--- src/rtl/rpn_stack_ctrl.sv ---
// rpn_stack_ctrl: reverse-Polish execution controller in front of a LIFO.
// Tracks occupancy locally so rejected commands never strobe the stack.
module rpn_stack_ctrl #(
  parameter int WIDTH = 8,
  parameter int DEPTH = 4,
  parameter int DW    = $clog2(DEPTH+1)
) (
  input  logic             clk,
  input  logic             rst,
  input  logic             cmd_valid,
  output logic             cmd_ready,
  input  logic [2:0]       cmd_op,
  input  logic [WIDTH-1:0] cmd_imm,
  output logic             res_valid,
  output logic [WIDTH-1:0] res_data,
  output logic             carry,
  output logic             zero,
  output logic             ovf,
  output logic             unf,
  output logic [DW-1:0]    depth,
  output logic             stk_push,
  output logic             stk_pop,
  output logic [WIDTH-1:0] stk_din,
  input  logic [WIDTH-1:0] stk_dout
);

  localparam logic [2:0] S_IDLE = 3'd0;
  localparam logic [2:0] S_PUSH = 3'd1;
  localparam logic [2:0] S_POP1 = 3'd2;
  localparam logic [2:0] S_POPD = 3'd3;
  localparam logic [2:0] S_POP2 = 3'd4;
  localparam logic [2:0] S_EXEC = 3'd5;

  localparam logic [2:0] OP_NOP  = 3'd0;
  localparam logic [2:0] OP_PUSH = 3'd1;
  localparam logic [2:0] OP_POP  = 3'd2;
  localparam logic [2:0] OP_ADD  = 3'd3;
  localparam logic [2:0] OP_SUB  = 3'd4;
  localparam logic [2:0] OP_AND  = 3'd5;
  localparam logic [2:0] OP_OR   = 3'd6;

  localparam logic [DW-1:0] FULL = DW'(DEPTH);
  localparam logic [DW-1:0] TWO  = DW'(2);

  logic [2:0]       state;
  logic [2:0]       op_q;
  logic [WIDTH-1:0] imm_q;
  logic [WIDTH-1:0] b_q;
  logic [WIDTH-1:0] alu_res;
  logic             alu_c;
  logic [WIDTH:0]   sum;
  logic             accept;
  logic [DW-1:0]    depth_nxt;

  assign cmd_ready = (state == S_IDLE) & ~rst;
  assign accept    = cmd_valid & cmd_ready;
  assign stk_push  = (state == S_PUSH) | (state == S_EXEC);
  assign stk_pop   = (state == S_POP1) | (state == S_POP2);
  assign depth_nxt = depth + DW'(stk_push) - DW'(stk_pop);

  // a is the element below the top (live on stk_dout), b was the top
  always_comb begin
    sum     = {1'b0, stk_dout} + {1'b0, b_q};
    alu_res = stk_dout ^ b_q;
    alu_c   = 1'b0;
    case (op_q)
      OP_ADD: begin
        alu_res = sum[WIDTH-1:0];
        alu_c   = sum[WIDTH];
      end
      OP_SUB: begin
        alu_res = stk_dout - b_q;
        alu_c   = stk_dout < b_q;
      end
      OP_AND:  alu_res = stk_dout & b_q;
      OP_OR:   alu_res = stk_dout | b_q;
      default: alu_res = stk_dout ^ b_q;
    endcase
  end

  always_comb begin
    stk_din = '0;
    if (state == S_PUSH) stk_din = imm_q;
    if (state == S_EXEC) stk_din = alu_res;
  end

  always_ff @(posedge clk or posedge rst) begin
    if (rst) begin
      state     <= S_IDLE;
      op_q      <= OP_NOP;
      imm_q     <= '0;
      b_q       <= '0;
      depth     <= '0;
      res_valid <= 1'b0;
      res_data  <= '0;
      carry     <= 1'b0;
      zero      <= 1'b0;
      ovf       <= 1'b0;
      unf       <= 1'b0;
    end else begin
      res_valid <= 1'b0;
      ovf       <= 1'b0;
      unf       <= 1'b0;
      depth     <= depth_nxt;
      case (state)
        S_IDLE: begin
          if (accept) begin
            op_q <= cmd_op;
            case (cmd_op)
              OP_NOP: ;
              OP_PUSH: begin
                if (depth == FULL) begin
                  ovf <= 1'b1;
                end else begin
                  imm_q <= cmd_imm;
                  state <= S_PUSH;
                end
              end
              OP_POP: begin
                if (depth == '0) unf <= 1'b1;
                else state <= S_POP1;
              end
              default: begin
                if (depth < TWO) unf <= 1'b1;
                else state <= S_POP1;
              end
            endcase
          end
        end
        S_PUSH: state <= S_IDLE;
        S_POP1: state <= (op_q == OP_POP) ? S_POPD : S_POP2;
        S_POPD: begin
          res_data  <= stk_dout;
          res_valid <= 1'b1;
          state     <= S_IDLE;
        end
        S_POP2: begin
          b_q   <= stk_dout;
          state <= S_EXEC;
        end
        S_EXEC: begin
          res_data  <= alu_res;
          carry     <= alu_c;
          zero      <= (alu_res == '0);
          res_valid <= 1'b1;
          state     <= S_IDLE;
        end
        default: state <= S_IDLE;
      endcase
    end
  end

endmodule

--- config.mk ---
export PLATFORM = sky130hd
export DESIGN_NAME = rpn_stack_ctrl
export DESIGN_NICKNAME = d
export VERILOG_FILES = /design/src/rtl/rpn_stack_ctrl.sv
export SDC_FILE = /design/constraint.sdc
export NUM_CORES = 1
export LEC_CHECK = 0
export ABC_AREA = 1
export CAP_MARGIN = 20
export CORE_MARGIN = 2
export CORE_UTILIZATION = 31
export CTS_CLUSTER_DIAMETER = 200
export DETAILED_ROUTE_END_ITERATION = 6
export PLACE_DENSITY = 0.59
export RECOVER_POWER = 25
export SLEW_MARGIN = 0
export SYNTH_ARGS = -nofsm -noshare
export SYNTH_HDL_FRONTEND = slang
export SYNTH_SLANG_ARGS = --single-unit
--- constraint.sdc ---
create_clock -name clk -period 2.85 [get_ports clk]
set_input_delay 0.57 -clock clk [delete_from_list [all_inputs] [get_ports clk]]
set_output_delay 0.57 -clock clk [all_outputs]
set_load 0.02 [all_outputs]
==> results.yml <==
status:
  status: "completed"
global_route:
  overflow: 0
  grt_max_degree: 39
  grt_first_pass_wirelength_um: 14000
  antenna_found_initial: 0
  track_usage: 0.169
  grt_pass1_vias: 2992
cts:
  cts.sinks: 38
  cts_made_buffers: 5
  clock_path_buffers: 2
  ctsHoldBuffers: 0
  cts_tree: "yes"
  clock_latency_ps: 300
  cts_root_buf: "clkbuf_8"
  clk_pin_slew_ps: 90
  htreeDepth: 2
final_layout:
  drive_gt1_frac: 0.272
  multi_input_area_mm2: 0.00195
  seqCellArea_um2: 955
  post-route-util: 0.466
  synthToLayoutAreaGrowth_pct: 45.3
  fin_nets: 575
  n_antenna_cell: 0
  fillerInstances: 940
floorplan:
  die_x_um: 102
  start_util: 0.321
  io_pins: 49
  rows: 35
  die_h_um: 102
  die_area_mm2: 0.0104
  core_area_mm2: 0.00928
timing:
  maxSlewHeadroom: 0.348
  timing.hold.ws_ps: 495
  setup_viol: 0
  finalCritPeriodShare: 0.973
  worst_pin_slew_ps: 977
  skew_ps: 5.77
  slew_violations: 0
  hold_violations: 0
  layout_min_cycle_time_ps: 2770
  rsz0062_at_grt: "true"
  max_freq_mhz: 361
critical_path:
  required_ps: 2280
  path_max_fanout: 4
  arrival_ps: 2200
  start_kind: "flip-flop"
  critical_path_class: "reg -> out"
  r2r_slack_ps: 120
  critPathCaptureType: "output port"
  reg2reg_depth: 18
detailed_routing:
  drcViolationCount: 0
  drt_wl_total_um: 8350
  postRouteAntennaNets: 0
  vias_per_cell: 4.62
  wl_per_cell_um: 12.8
  dr_total_vias: 3009
  first_iter_violations: 190
  firstDrtPassIters: 4
power_and_ir_drop:
  p_total_mw: 4.52
  p_per_area_mw_per_mm2: 1040
  ir_worst_vdd_v: 0.000515
  p_leak_nw: 2.20
run:
  drv_cap: 0
logic_synthesis:
  syn-cell-area_mm2: 0.00298
  netlist_instances: 416
  netlist-cell-type-count: 32
  yosysWarnings: 0
  ys_ff_latch: 38
  syn_area_per_cell_um2: 7.16
  ys_seq_area_frac: 0.319
  syn-num-nets: 469
placement:
  port_buffers: 48
  dp_hpwl_um: 6210
  place_congestion: 0.939
hold_path:
  hold_path.class: "reg -> reg"
  hold_depth: 2
## stage by stage
| stage | area (um2) | cells | setup TNS [ps] | setup slack (ps) |
|---|---|---|---|---|
| final | 4320 | 652 | 0 | 77.1 |
| after global routing | 4320 | 652 | -52.3 | -38.7 |
| after CTS | 4220 | 649 | 0 | 1.80 |
| after detailed placement | 3910 | 631 | -5260 | -758 |
| after global placement | 3910 | 631 | -5270 | -757 |
| after floorplan | 2980 | 416 | 0 | 369 |
## state kept, by name, indices dropped and copies added, names as in the netlist
signal     cells
depth          3
ovf            1
res_data       8
res_valid      1
op_q           3
unf            1
imm_q          8
zero           1
state          3
b_q            8
carry          1
## where the power goes
group	internal (mW)	switching, mW
logic	1.29	1.62
clock network	0.374	0.217
registers	0.776	0.234
## placed cells by master (no fill, tap or decap), drive strengths merged, types with 12 or more instances in the layout
| cell type | n |
|---|---|
| buf | 63 |
| dfrtp | 38 |
| clkdlybuf4s50 | 32 |
| nor2 | 50 |
| nand2 | 110 |
| nand3 | 36 |
| ha | 28 |
| inv | 65 |
| clkbuf | 12 |
| o21ai | 22 |
| a21oi | 20 |
## worst max-delay path: stages, from the launching register on
cell and delay [ps]:
dfrtp_2 450, ha_4 180, fa_2 390, nand2_2 110, nand2_4 60, nand3_2 60
nand2_1 50, nand2_1 80, nand3_1 70, nand4_1 130, nand2_1 100, nand2_1 100
buf_6 120
## final cells by class
cell class | instances | area share
clock buffer | 6 | 0.0191
clock inverter | 2 | 0.0139
inverter | 65 | 0.0570
multi-input combinational | 306 | 0.451
sequential | 38 | 0.221
tap | 129 | 0.0373
timing repair buffer | 106 | 0.201
## layer usage
metal | global-route usage | vias to the layer above | wire (um) | part of all wire
met2 | 0.267 | 76 | 3810 | 0.46
li1 | - | 1555 | - | -
met5 | 0 | - | 0 | 0
met4 | 0.0503 | 0 | 112 | 0.013
met1 | 0.241 | 1367 | 4110 | 0.49
met3 | 0.0246 | 11 | 322 | 0.039
## synthesized netlist by cell type, drive strengths merged
cell / instances / area [um2]
a21o: 1 / 7.51
a21oi: 20 / 100
a22o: 1 / 8.76
buf: 6 / 43.8
clkbuf: 1 / 3.75
dfrtp: 38 / 951
fa: 3 / 60.1
ha: 28 / 350
inv: 65 / 244
mux2: 7 / 78.8
mux2i: 1 / 10.0
nand2: 110 / 420
nand3: 36 / 180
nand3b: 3 / 22.5
nand4: 10 / 77.6
nor2: 50 / 215
nor3: 5 / 25.0
nor4: 1 / 6.26
o211ai: 4 / 30.0
o21ai: 22 / 110
o21bai: 1 / 7.51
o221ai: 1 / 8.76
or2: 1 / 6.26
xor2: 1 / 8.76
## what timing repair did
| action | 4_1_cts | 5_1_grt |
|---|---|---|
| endpoints found under the setup margin | 8 | 8 |
| pin swaps | 12 | 19 |
| buffers inserted | 10 | 4 |
| gates resized for setup | 75 | 37 |
## path summary, 6_finish.rpt
kind | from | to
max | b_q[0] | stk_din[6]
min | carry | carry
max reg2reg | b_q[0] | res_data[6]
min reg2reg | carry | carry
max in group asynchronous | rst | b_q[1]
min in group asynchronous | rst | ovf
## kinds of logic after synthesis
family,count (synthesis),share of synthesized area
AND/OR/NAND/NOR,216,0.320
buffers and inverters,72,0.0979
multiplexers,8,0.0298
adder cells (fa/ha/maj),31,0.138
flip-flops,38,0.319
XOR/XNOR,1,0.00294
AO/OA/AOI/OAI,50,0.0916
Power figures use the tool's default switching activity.
